### config.mk
export PLATFORM = sky130hd
export DESIGN_NAME = dcache_miss_controller
export DESIGN_NICKNAME = d
export VERILOG_FILES = /design/src/rtl/dcache_miss_controller_pkg.sv /design/src/rtl/dcache_miss_controller.sv
export SDC_FILE = /design/constraint.sdc
export NUM_CORES = 1
export LEC_CHECK = 0
export ABC_CLOCK_PERIOD_IN_PS = 3350
export BUFFER_PORTS_ARGS = -buffer_cell sky130_fd_sc_hd__buf_2
export CORE_MARGIN = 2
export CORE_UTILIZATION = 45
export DETAILED_ROUTE_END_ITERATION = 8
export GPL_TIMING_DRIVEN = 0
export PLACE_DENSITY = 0.74
export SYNTH_ARGS = -nofsm -noshare
export SYNTH_HDL_FRONTEND = slang
export SYNTH_SLANG_ARGS = --single-unit
### constraint.sdc
create_clock -name clock -period 3.35 [get_ports clock]
set_input_delay 0.67 -clock clock [delete_from_list [all_inputs] [get_ports clock]]
set_output_delay 0.67 -clock clock [all_outputs]
set_load 0.02 [all_outputs]
### src/rtl/dcache_miss_controller_pkg.sv
// Shared types for the Dcache miss-status (MSHR) controller.
// Memory tag/block widths and default queue geometry live here.
package dcache_miss_controller_pkg;

    localparam int DEF_MSHR_DEPTH    = 4;
    localparam int DEF_BLK_ADDR_BITS = 29;
    localparam int MEM_TAG_BITS      = 4;
    localparam int MEM_BLOCK_BITS    = 64;

    typedef logic [MEM_TAG_BITS-1:0]   mem_tag_t;
    typedef logic [MEM_BLOCK_BITS-1:0] mem_block_t;

    // Tag 0 means "no transaction" on every memory-side tag bus.
    function automatic logic tag_live(input mem_tag_t t);
        return t != '0;
    endfunction

endpackage

### src/rtl/dcache_miss_controller.sv
// MSHR queue: merges duplicate misses, issues in order,
// and sequences one-cycle refills back into the Dcache.
module dcache_miss_controller
    import dcache_miss_controller_pkg::*;
#(
    parameter int MSHR_DEPTH    = DEF_MSHR_DEPTH,
    parameter int BLK_ADDR_BITS = DEF_BLK_ADDR_BITS
) (
    input  logic                     clock,
    input  logic                     reset,
    input  logic                     miss_valid,
    input  logic [BLK_ADDR_BITS-1:0] miss_addr,
    output logic                     miss_ready,
    output logic                     mem_req_valid,
    output logic [BLK_ADDR_BITS-1:0] mem_req_addr,
    input  logic                     mem_req_accepted,
    input  mem_tag_t                 current_req_tag,
    input  mem_block_t               mem_data,
    input  mem_tag_t                 mem_data_tag,
    output logic                     fill_valid,
    output logic [BLK_ADDR_BITS-1:0] fill_addr,
    output mem_block_t               fill_data,
    output logic                     mshr_full,
    output logic                     mshr_empty,
    output logic                     tag_err
);

    localparam int IDX_W = $clog2(MSHR_DEPTH);

    typedef logic [IDX_W:0]   ptr_t;
    typedef logic [IDX_W-1:0] idx_t;

    typedef struct packed {
        logic                     valid;
        logic                     issued;
        logic [BLK_ADDR_BITS-1:0] blk_addr;
        mem_tag_t                 mem_tag;
    } d_mshr_entry_t;

    d_mshr_entry_t            ent_q [MSHR_DEPTH];
    ptr_t                     head_q;
    ptr_t                     issue_q;
    ptr_t                     tail_q;
    logic                     fill_valid_q;
    logic [BLK_ADDR_BITS-1:0] fill_addr_q;
    mem_block_t               fill_data_q;
    logic                     tag_err_q;

    idx_t          head_idx;
    idx_t          issue_idx;
    idx_t          tail_idx;
    d_mshr_entry_t head_ent;
    d_mshr_entry_t issue_ent;
    logic          full;
    logic          empty;
    logic          merge_hit;
    logic          alloc;
    logic          req_fire;
    logic          fill_hit;
    logic          stray_hit;

    assign head_idx  = head_q[IDX_W-1:0];
    assign issue_idx = issue_q[IDX_W-1:0];
    assign tail_idx  = tail_q[IDX_W-1:0];
    assign head_ent  = ent_q[head_idx];
    assign issue_ent = ent_q[issue_idx];

    // Merge compare, admission, issue selection and response tag match.
    always_comb begin
        full          = (head_idx == tail_idx) && (head_q[IDX_W] != tail_q[IDX_W]);
        empty         = (head_q == tail_q);
        merge_hit     = 1'b0;
        stray_hit     = 1'b0;
        for (int i = 0; i < MSHR_DEPTH; i++) begin
            if (ent_q[i].valid && ent_q[i].blk_addr == miss_addr) begin
                merge_hit = 1'b1;
            end
            if (ent_q[i].valid && ent_q[i].issued && tag_live(mem_data_tag) &&
                ent_q[i].mem_tag == mem_data_tag && i != int'(head_idx)) begin
                stray_hit = 1'b1;
            end
        end
        miss_ready    = miss_valid && (merge_hit || !full);
        alloc         = miss_valid && !merge_hit && !full;
        mem_req_valid = issue_ent.valid && !issue_ent.issued;
        mem_req_addr  = mem_req_valid ? issue_ent.blk_addr : '0;
        req_fire      = mem_req_valid && mem_req_accepted && tag_live(current_req_tag);
        fill_hit      = head_ent.valid && head_ent.issued && tag_live(mem_data_tag) &&
                        head_ent.mem_tag == mem_data_tag;
    end

    // Entry array, ring pointers and registered refill/error outputs.
    always_ff @(posedge clock) begin
        if (!reset) begin
            for (int i = 0; i < MSHR_DEPTH; i++) begin
                ent_q[i] <= '0;
            end
            head_q       <= '0;
            issue_q      <= '0;
            tail_q       <= '0;
            fill_valid_q <= 1'b0;
            fill_addr_q  <= '0;
            fill_data_q  <= '0;
            tag_err_q    <= 1'b0;
        end else begin
            if (req_fire) begin
                ent_q[issue_idx].issued  <= 1'b1;
                ent_q[issue_idx].mem_tag <= current_req_tag;
                issue_q                  <= issue_q + ptr_t'(1);
            end
            if (fill_hit) begin
                ent_q[head_idx].valid  <= 1'b0;
                ent_q[head_idx].issued <= 1'b0;
                head_q                 <= head_q + ptr_t'(1);
                fill_addr_q            <= head_ent.blk_addr;
                fill_data_q            <= mem_data;
            end
            if (alloc) begin
                ent_q[tail_idx] <= '{valid: 1'b1, issued: 1'b0,
                                     blk_addr: miss_addr, mem_tag: '0};
                tail_q          <= tail_q + ptr_t'(1);
            end
            fill_valid_q <= fill_hit;
            tag_err_q    <= tag_err_q | stray_hit;
        end
    end

    assign fill_valid = fill_valid_q;
    assign fill_addr  = fill_addr_q;
    assign fill_data  = fill_data_q;
    assign tag_err    = tag_err_q;
    assign mshr_full  = full;
    assign mshr_empty = empty;

endmodule

# Word level (Yosys, flattened, before mapping)
# Memory sizes are Yosys's and may differ from the RTL's. A register that Yosys moved wholly into a read port is not among the register bits.
# Index checks and enable logic that the tools add are counted.
# op_classes
n_reduce_logical	40
addsub	3
bitwise	1
n_eq_ne	15
muxes	32
# ops
cell	n
== test 29 bit	4
two-way mux 35 bit	3
OR reduction 35 bit	3
logical AND 1 bit	30
two-way mux 29 bit	1
== test 4 bit	5
two-way mux 1 bit	19
two-way mux 2 bit	9
adder 3 x 1 -> 3 bit, second input constant	3
nonzero test 4 bit	2
!= test 2 bit, first input constant	2
== test 3 bit	1
logical NOT 1 bit	3
== test 2 bit	1
!= test 1 x 2 -> 1 bit, first input constant	1
nonzero test 2 bit	1
logical OR 1 bit	1
!= test 1 bit	1
bitwise OR 1 bit	1
# totals
ramBits	140
out_inout_bits	128
memories	1
reg_bits	104
elab_cells	99
inputBits	105
# memory_table
name	words	width	read_ports	rd_clocked_by_memory_dff	write_ports	line_no	source
ent_q	4	35	6	2	4	dcache_miss_controller.sv:40	d_mshr_entry_t ent_q [MSHR_DEPTH];

# Depth between registers and ports, before layout
# Gate-level depths: netlist of the first run.
# An unclocked memory read counts as a cell.
# logic_depth
depth_word	15
mapped_depth	10

# Worst setup path before layout of the first run
# No wires, ideal clock.
# synth_timing
kind	input port to output port
startpoint	in miss_addr[21]
endpoint	out miss_ready
path_slack_ps	303
stages	7
n_path_buf	1
t_arrival_ps	2377
path_cell_list	buf_2 > xor2_1 > nor4_1 > nand4_1 > o211ai_4 > inv_1 > a21boi_0
# synth_via
elab_chain_len	8
elab_cells_between_ends	14
classes_between	eq/ne: 4; mux: 4; reduce/logical: 6
# synth_rtl
item	line_no	source
from (decl)	dcache_miss_controller.sv:12	input logic [BLK_ADDR_BITS-1:0] miss_addr,
== test 29 bit	dcache_miss_controller.sv:75	if (ent_q[i].valid && ent_q[i].blk_addr == miss_addr) begin
logical AND 1 bit	dcache_miss_controller.sv:75	
two-way mux 1 bit (3 in a row)	dcache_miss_controller.sv:75	
two-way mux 1 bit *	dcache_miss_controller.sv:75	
logical OR 1 bit *	dcache_miss_controller.sv:83	miss_ready = miss_valid && (merge_hit || !full);
logical AND 1 bit *	dcache_miss_controller.sv:83	
to (decl)	dcache_miss_controller.sv:13	output logic miss_ready,
# Every way passes the cells marked *; elsewhere a longest branch is shown, timed or not.

==> impl_metrics.ini, run 1 <==
[logic_synthesis]
synth-edff-count = 116
synth_seq_cells = 247
avgSynthCellArea_um2 = 11.1
synth_cells = 1158
yosysTopAreaCellShare_pct = 27.2
ys_warn_count = 0
yosysSeqAreaShare_pct = 47.7
synth_top_cell_by_area = edfxtp_1
ys.flop_type = dfxtp_1
synthArstFlopShare_pct = 0
synth_cell_types = 47
yosysMostFrequentCell = nand2_1
synth_common_cells = 214 x nand2_1, 131 x dfxtp_1, 122 x and2_1
synth_area_leaders = edfxtp_1 27%, dfxtp_1 20%, mux4_2 11%
syn_area_um2 = 12800
syn-num-nets = 1271

[sta]
period_share_pct = 98.8
rsz0062_at_grt = true
fmax_mhz = 302
fin_tns_setup_ns = 0
fin_skew_ns = 0.0262
setup_viol = 0
slew_headroom_pct = 35.3
fin_crit_ns = 3.31
worst_pin_slew_ns = 0.970
hold_viol = 0
drv_slew = 0

[clocking]
cts_buffer_depth = 3
cts_buffers = 27
path_clk_slew_ns = 0.06
cts.sinks = 247
cts_htree_levels = 1
worstSkewPairLatency_ns = 0.54
ctsHoldBuffers = 0
tritoncts = yes
clock_tree.root_cell = clkbuf_16

[placement]
place_congestion = 0.969
dp_hpwl_um = 28000
port-buffer-count = 199

[grt]
track_usage_pct = 24.7
grt_max_degree = 30
grt_antenna_before_repair = 1
grt_pass1_wl_um = 57200
grt_overflow = 0
grt_pass1_vias = 9652

[pwr]
pwr-share-comb_pct = 12.7
p_leak_nw = 5.81
total_power_w = 0.00716
switchingPower_w = 0.00180
intPower_w = 0.00536
p_sw_share_pct = 25.1
seqPwrFrac_pct = 47.0
p_per_area_nw_per_um2 = 468
clockPowerShare_pct = 40.2
irDropWorstVdd_mv = 0.309

[die]
die_h_um = 173
core-area_um2 = 27900
ios = 233
row_count = 61
die_area_um2 = 29800
dieWidth_um = 173
initial_core_util_pct = 45.9

[finish]
multiInputGateArea_um2 = 6310
final_layout_size_suffix_gt1_share_pct = 27.7
fill_cells = 2459
nets = 1502
regArea_um2 = 6110
syn2layout_area_growth_pct = 19.4

[min_path]
hold_path.class = in -> reg
hold_depth = 3

[critical_path]
critPathMaxStageDelay_ns = 0.47
cp.arrival_ns = 2.64
endpoint_kind = output pin
path_cells = xnor2_2 -> nand4_1 -> nor4_1 -> a22oi_2 -> o211ai_4 -> inv_1 -> a21boi_0 -> buf_2
crit_path_max_fanout = 4
slowest_stage = edfxtp_1
path_class = reg -> out
crit_required_ns = 2.68
worstSetupStartpointType = register
rr_worst_depth = 8

[route]
ant_nets = 0
vias = 9746
viasPerCell = 5.46
first_iter_violations = 838
drc = 0
totalWireLength_um = 37900
wl_per_cell_um = 21.2
first_pass_iters = 5

[outcome]
status = complete, no violations

[run]
maxCapViolCount = 0
==> registers in the layout (all words and copies together) (netlist names), named ones only <==
register,count
ent_q,140
fill_data,64
fill_addr,29
head_q,3
tail_q,3
issue_q,2
fill_valid,1
tag_err,1
==> area by class of cell <==
type | instances | share of cell area (%)
sequential | 247 | 39.9
buffer | 101 | 3.30
antenna | 1 | 0.0164
clock buffer | 39 | 5.18
clock inverter | 7 | 0.384
inverter | 8 | 0.196
tap | 378 | 3.09
multi-input combinational | 802 | 41.2
timing repair buffer | 202 | 6.66
==> what timing repair did <==
item | CTS | global route
buffers inserted | 1 | 2
endpoints found under the setup margin | 137 | 65
hold endpoints to repair | 0 | 0
pin swaps | 1 | 1
resized for setup | 12 | 12
cloned | 0 | 0
==> power groups by stage <==
stage	clock network, W	logic (W)	registers (W)
after floorplan	0	0.000580	0.00340
after global placement	0	0.000873	0.00342
after detailed placement	0	0.000877	0.00343
after CTS	0.00290	0.000891	0.00336
after global routing	0.00303	0.000962	0.00338
final	0.00288	0.000912	0.00337
==> per-stage QoR <==
stage | area [µm²] | cells | utilization [%] | worst slack [ns] | hold slack, ns
final | 15300 | 1785 | 54.8 | 0.0404 | 0.370
after floorplan | 12800 | 1158 | - | 0.303 | 0.454
after global placement | 14300 | 1735 | 51.1 | -0.991 | 0.437
after global routing | 15300 | 1784 | 54.7 | -0.0804 | 0.386
after CTS | 15200 | 1782 | 54.4 | 0.00318 | 0.363
after detailed placement | 14300 | 1735 | 51.2 | -0.525 | 0.443
==> path summary, 6_finish.rpt <==
kind	startpoint	endpoint	slack, ns
worst max-delay path	ent_q[3][9]	miss_ready	0.04
worst min-delay path	mem_data[42]	fill_data[42]	0.37
worst max register to register	ent_q[3][9]	ent_q[3][26]	0.12
worst min register to register	fill_addr[6]	fill_addr[6]	0.45
==> cells in the final DEF, fill, tap and decap left out, drive strengths merged, types with 22 or more instances in the layout <==
cell,Yosys,final
a21boi,96,96
and2,123,123
buf,65,265
clkbuf,36,76
dfxtp,131,131
edfxtp,116,116
mux4,62,62
nand2,214,214
nand4,22,22
nor2b,29,29
xnor2,90,90
xor2,50,50
==> worst max-delay path: cells and delay by family, from the launching register on <==
family	cells	cell delay, ns
simple gates	2	0.57
compound gates	3	0.52
flops	1	0.47
xor+xnor	1	0.29
buf+inv	2	0.26
==> logic make-up (layout without fill, tap and decap cells) <==
group           count (synthesis)  after routing  share of synthesized area [%]
mux                            73             73                           11.8
buf+inv                       109            357                           4.05
xor+xnor                      140            140                           9.57
flops                         247            247                           47.7
compound gates                125            125                           7.22
fa+ha+maj                       8              8                          0.781
simple gates                  456            456                           19.0
other cells                     0              1                              0
==> metal layers <==
metal,up-vias,track usage (%),share of wire [%]
li1,4445,-,-
met1,4685,32.6,40
met2,532,40.8,47
met3,84,5.04,9.2
met4,0,8.37,3.0
met5,-,0,0
(Power assumes the default switching activity.)
==> inputs of run 2 (changes only) <==
Settings changed: CELL_PAD_IN_SITES_DETAIL_PLACEMENT from default to 1, CELL_PAD_IN_SITES_GLOBAL_PLACEMENT from default to 1, CORE_UTILIZATION 45 to 44, PLACE_DENSITY 0.74 to 0.87.
==> run 2 against run 1 <==
Sequential share of layout area fell by 0.34 points; the run now ends with negative setup slack left; hold slack got worse by 0.020 ns; clock-buffer cell count fell by 4; first-iteration DRC count rose by 8.0%; cell count rose by 0.78%; die area rose by 2.2%; clock skew rose by 0.0010 ns; critical path depth did not move; largest power group unchanged; worst setup slack got worse by 0.096 ns; register-to-register slack got worse by 0.03 ns.
==> impl_metrics.ini, run 2 (synthesis results as in run 1) <==
[grt]
grt_pass1_vias = 10575
grt_pass1_wl_um = 65000
grt_antenna_before_repair = 3
grt_overflow = 0
grt_max_degree = 30
track_usage_pct = 28.1

[clocking]
ctsHoldBuffers = 0
cts.sinks = 247
worstSkewPairLatency_ns = 0.57
cts_htree_levels = 1
clock_tree.root_cell = clkbuf_16
cts_buffers = 28
tritoncts = yes
cts_buffer_depth = 3
path_clk_slew_ns = 0.06

[route]
first_iter_violations = 905
first_pass_iters = 4
wl_per_cell_um = 24.4
ant_nets = 0
totalWireLength_um = 43800
viasPerCell = 5.68
vias = 10220
drc = 0

[finish]
final_layout_size_suffix_gt1_share_pct = 29.2
nets = 1503
final_cell_mix = 252 x buf_2, 214 x nand2_1, 131 x dfxtp_1
largest_reg_flops = 140
regMostFlops = ent_q
syn2layout_area_growth_pct = 20.4
layout_commonest_cell = buf_2
final_area_um2 = 15400

[pwr]
switchingPower_w = 0.00202
p_leak_nw = 5.89
seqPwrFrac_pct = 45.2
irDropWorstVdd_mv = 0.358
clockPowerShare_pct = 42.0
p_per_area_nw_per_um2 = 484
intPower_w = 0.00544
pwr-share-comb_pct = 12.8
p_sw_share_pct = 27.0

[outcome]
status = finished, violations left
violations = negative setup slack

[critical_path]
endpoint_kind = output pin
path_class = reg -> out
crit_path_max_fanout = 5
cp.arrival_ns = 2.74
crit_required_ns = 2.68
worstSetupStartpointType = register

[placement]
dpl_cell_area_um2 = 14300
port-buffer-count = 199
place_ws_ns = -0.512
place_congestion = 0.939
dp_hpwl_um = 31500

[sta]
fmax_mhz = 294
setup_ws_ns = -0.0554
rsz0062_at_grt = true
slew_headroom_pct = 34.8
hold_viol = 0
period_share_pct = 102
fin_crit_ns = 3.41
drv_slew = 0
holdWs_ns = 0.350
worst_pin_slew_ns = 0.979
fin_skew_ns = 0.0273
setup_viol = 1

[die]
ios = 233
core-area_um2 = 28700
dieWidth_um = 175
initial_core_util_pct = 44.6
die_h_um = 175
row_count = 62
die_area_um2 = 30500

[min_path]
hold_path.class = in -> reg

[run]
maxCapViolCount = 0
## run 2: cell types whose count changed in the layout (fill, tap and decap cells not counted), sizes merged, moves of 2 or more
cell    change
clkinv      +8
clkbuf      -5
diode       +2
inv         +2
## run 2: metal layers
metal  wire length (µm)  up-vias  part of all wire (%)  track usage (%)
met5                  0        -                     0                0
met4               1620        0                   3.7             10.3
met3               3960      102                   9.0             5.31
met2              21300      600                    49             48.1
met1              16900     5052                    39             35.5
li1                   -     4466                     -                -
## run 2: area by class of cell
class,count,area (µm²)
antenna,3,7.51
buffer,101,508
clock buffer,35,842
clock inverter,17,93.8
fill,3154,13300
inverter,8,30.0
multi-input combinational,802,6340
sequential,247,6110
tap,384,480
timing repair buffer,202,1020
## run 2: final timing paths
check                start             to  slack [ns]  cells past startpoint
min           mem_data[46]  fill_data[46]        0.35                      3
max           ent_q[0][13]     miss_ready       -0.06                      8
min reg2reg  fill_addr[28]  fill_addr[28]        0.45                      2
max reg2reg    ent_q[1][4]   ent_q[3][26]        0.09                      7
## run 2: through the flow
stage	setup TNS, ns	utilization (%)	power, W	instances
5_1_grt	-0.244	53.7	0.00764	1797
6_report	-0.0554	53.7	0.00746	1799
4_1_cts	0	53.5	0.00743	1795
2_1_floorplan	0	-	0.00398	1158
3_5_place_dp	-64.31	49.8	0.00433	1741
3_3_place_gp	-112.79	49.8	0.00429	1741
## run 2: repair_timing
item                                    CTS  global route
pin swaps                                 2             4
setup buffers                             2             1
endpoints found under the setup margin  141            91
resized for setup                        21            12
## run 2: power by group through the flow
stage / registers (W) / clock network, W / logic (W)
5_1_grt: 0.00338 / 0.00326 / 0.000995
4_1_cts: 0.00337 / 0.00313 / 0.000929
6_report: 0.00338 / 0.00313 / 0.000954
2_1_floorplan: 0.00340 / 0 / 0.000580
3_3_place_gp: 0.00342 / 0 / 0.000875
3_5_place_dp: 0.00343 / 0 / 0.000900
## run 2: worst max-delay path: stages, from the launching register on
cell and delay [ns]:
edfxtp_1 0.42, xnor2_1 0.35, nand4_1 0.22, nor4_2 0.40, a22oi_2 0.12, o211ai_4 0.20
inv_1 0.10, a21boi_0 0.17, buf_2 0.18
==> inputs of run 3 (changes only) <==
Settings changed: ABC_CLOCK_PERIOD_IN_PS 3350 to 4200, BUFFER_PORTS_ARGS -buffer_cell sky130_fd_sc_hd__buf_2 to -buffer_cell sky130_fd_sc_hd__clkbuf_2, CAP_MARGIN from default to 25, CORE_UTILIZATION 44 to 45, PLACE_DENSITY 0.87 to 0.89.
Clock period 3.35 ns to 4.2 ns, I/O delays scaled along.
==> run 3 against run 2 <==
The flow now finishes without violations; combinational power shrank 20%; power decreased by 20%; cell count shrank 0.44%; critical path depth increased by 1.
==> impl_metrics.ini, run 3 (synthesis results as in run 1) <==
[sta]
rsz0062_at_grt = false
fmax_mhz = 243
period_share_pct = 98.1
hold_viol = 0
setup_viol = 0
fin_skew_ns = 0.0204
holdWs_ns = 0.453
fin_crit_ns = 4.12
worst_pin_slew_ns = 0.996
drv_slew = 0
slew_headroom_pct = 32.7

[critical_path]
endpoint_kind = output pin
path_class = in -> out
crit_required_ns = 3.36
worstSetupStartpointType = input port
cp.arrival_ns = 3.28
critPathMaxStageDelay_ns = 0.75
crit_path_max_fanout = 8
slowest_stage = a2111oi_0
path_cells = buf_2 -> xnor2_1 -> nand2_1 -> a2111oi_0 -> nand4_1 -> o211ai_4 -> inv_1 -> a21boi_0 -> clkbuf_2

[finish]
syn2layout_area_growth_pct = 19.4
nets = 1503
largest_reg_flops = 140
layout_commonest_cell = nand2_1
final_cell_mix = 214 x nand2_1, 199 x clkbuf_2, 131 x dfxtp_1
fill_cells = 3098
final_area_um2 = 15300
final_layout_size_suffix_gt1_share_pct = 26.9
regMostFlops = ent_q

[route]
wl_per_cell_um = 25.7
first_iter_violations = 1023
viasPerCell = 5.85
ant_nets = 0
vias = 10486
drc = 0
totalWireLength_um = 46000
first_pass_iters = 5

[placement]
place_congestion = 0.939
dp_hpwl_um = 33200
dpl_cell_area_um2 = 14300
port-buffer-count = 199

[clocking]
path_clk_slew_ns = 0.06
cts_htree_levels = 1
cts_buffers = 28
worstSkewPairLatency_ns = 0.56
cts_buffer_depth = 3
clock_tree.root_cell = clkbuf_16
ctsHoldBuffers = 0
cts.sinks = 247
tritoncts = yes
post_cts_buffers = 0
cts_resized = 0

[min_path]
hold_path.class = reg -> reg

[grt]
grt_max_degree = 30
grt_pass1_wl_um = 69700
grt_pass1_vias = 11229
grt_overflow = 0
grt_antenna_before_repair = 1
track_usage_pct = 30.4

[outcome]
status = complete, no violations

[die]
die_area_um2 = 29800
row_count = 61
initial_core_util_pct = 45.9
die_h_um = 173
dieWidth_um = 173
ios = 233
core-area_um2 = 27900

[pwr]
p_leak_nw = 5.71
irDropWorstVdd_mv = 0.288
p_per_area_nw_per_um2 = 389

[run]
maxCapViolCount = 0
[run 3: path summary, 6_finish.rpt]
check / depth (start not counted) / slack, ns / from / end
worst min register to register: 2 / 0.45 / fill_addr[23] / fill_addr[23]
worst min-delay path: 2 / 0.45 / fill_addr[23] / fill_addr[23]
worst max-delay path: 9 / 0.08 / miss_addr[27] / miss_ready
worst max register to register: 7 / 0.56 / ent_q[1][31] / ent_q[3][18]
[run 3: area by class of cell]
| type | instances | area [µm²] | share of cell area [%] |
|---|---|---|---|
| multi-input cells | 802 | 6200 | 40.5 |
| flip-flops and latches | 247 | 6110 | 39.9 |
| repair buffers | 202 | 1050 | 6.89 |
| clock buffers | 48 | 908 | 5.94 |
| plain buffers | 101 | 489 | 3.20 |
| well taps | 378 | 473 | 3.09 |
| clock inverters | 4 | 35.0 | 0.229 |
| inverters | 8 | 30.0 | 0.196 |
| diodes | 1 | 2.50 | 0.0164 |
[run 3: worst max-delay path, delay by kind of cell]
kind / cells / cell delay, ns
XOR/XNOR: 1 / 0.37
buffers and inverters: 3 / 0.45
AO/OA/AOI/OAI: 3 / 1.22
AND/OR/NAND/NOR: 2 / 0.38
[run 3: stage by stage]
stage	power, W	std cells	utilization, %	setup slack [ns]	setup TNS (ns)
after floorplan	0.00317	1158	-	0.813	0
after detailed placement	0.00347	1736	51.3	0.167	0
after global routing	0.00608	1791	54.7	0.101	0
after CTS	0.00593	1788	54.6	0.139	0
after global placement	0.00343	1735	51.1	-0.308	-30.86
final	0.00595	1791	54.7	0.0797	0
[run 3: where the power goes]
group	switching (W)	internal, W
Sequential	0.0000887	0.00261
Clock	0.00102	0.00147
Combinational	0.000452	0.000310
[run 3: per-layer routing]
| metal | up-vias | part of all wire (%) | GRT usage, % |
|---|---|---|---|
| met5 | - | 0 | 0 |
| met4 | 0 | 5.4 | 14.4 |
| met3 | 156 | 9.3 | 6.33 |
| met2 | 649 | 49 | 52.3 |
| met1 | 5220 | 37 | 36.5 |
| li1 | 4461 | - | - |
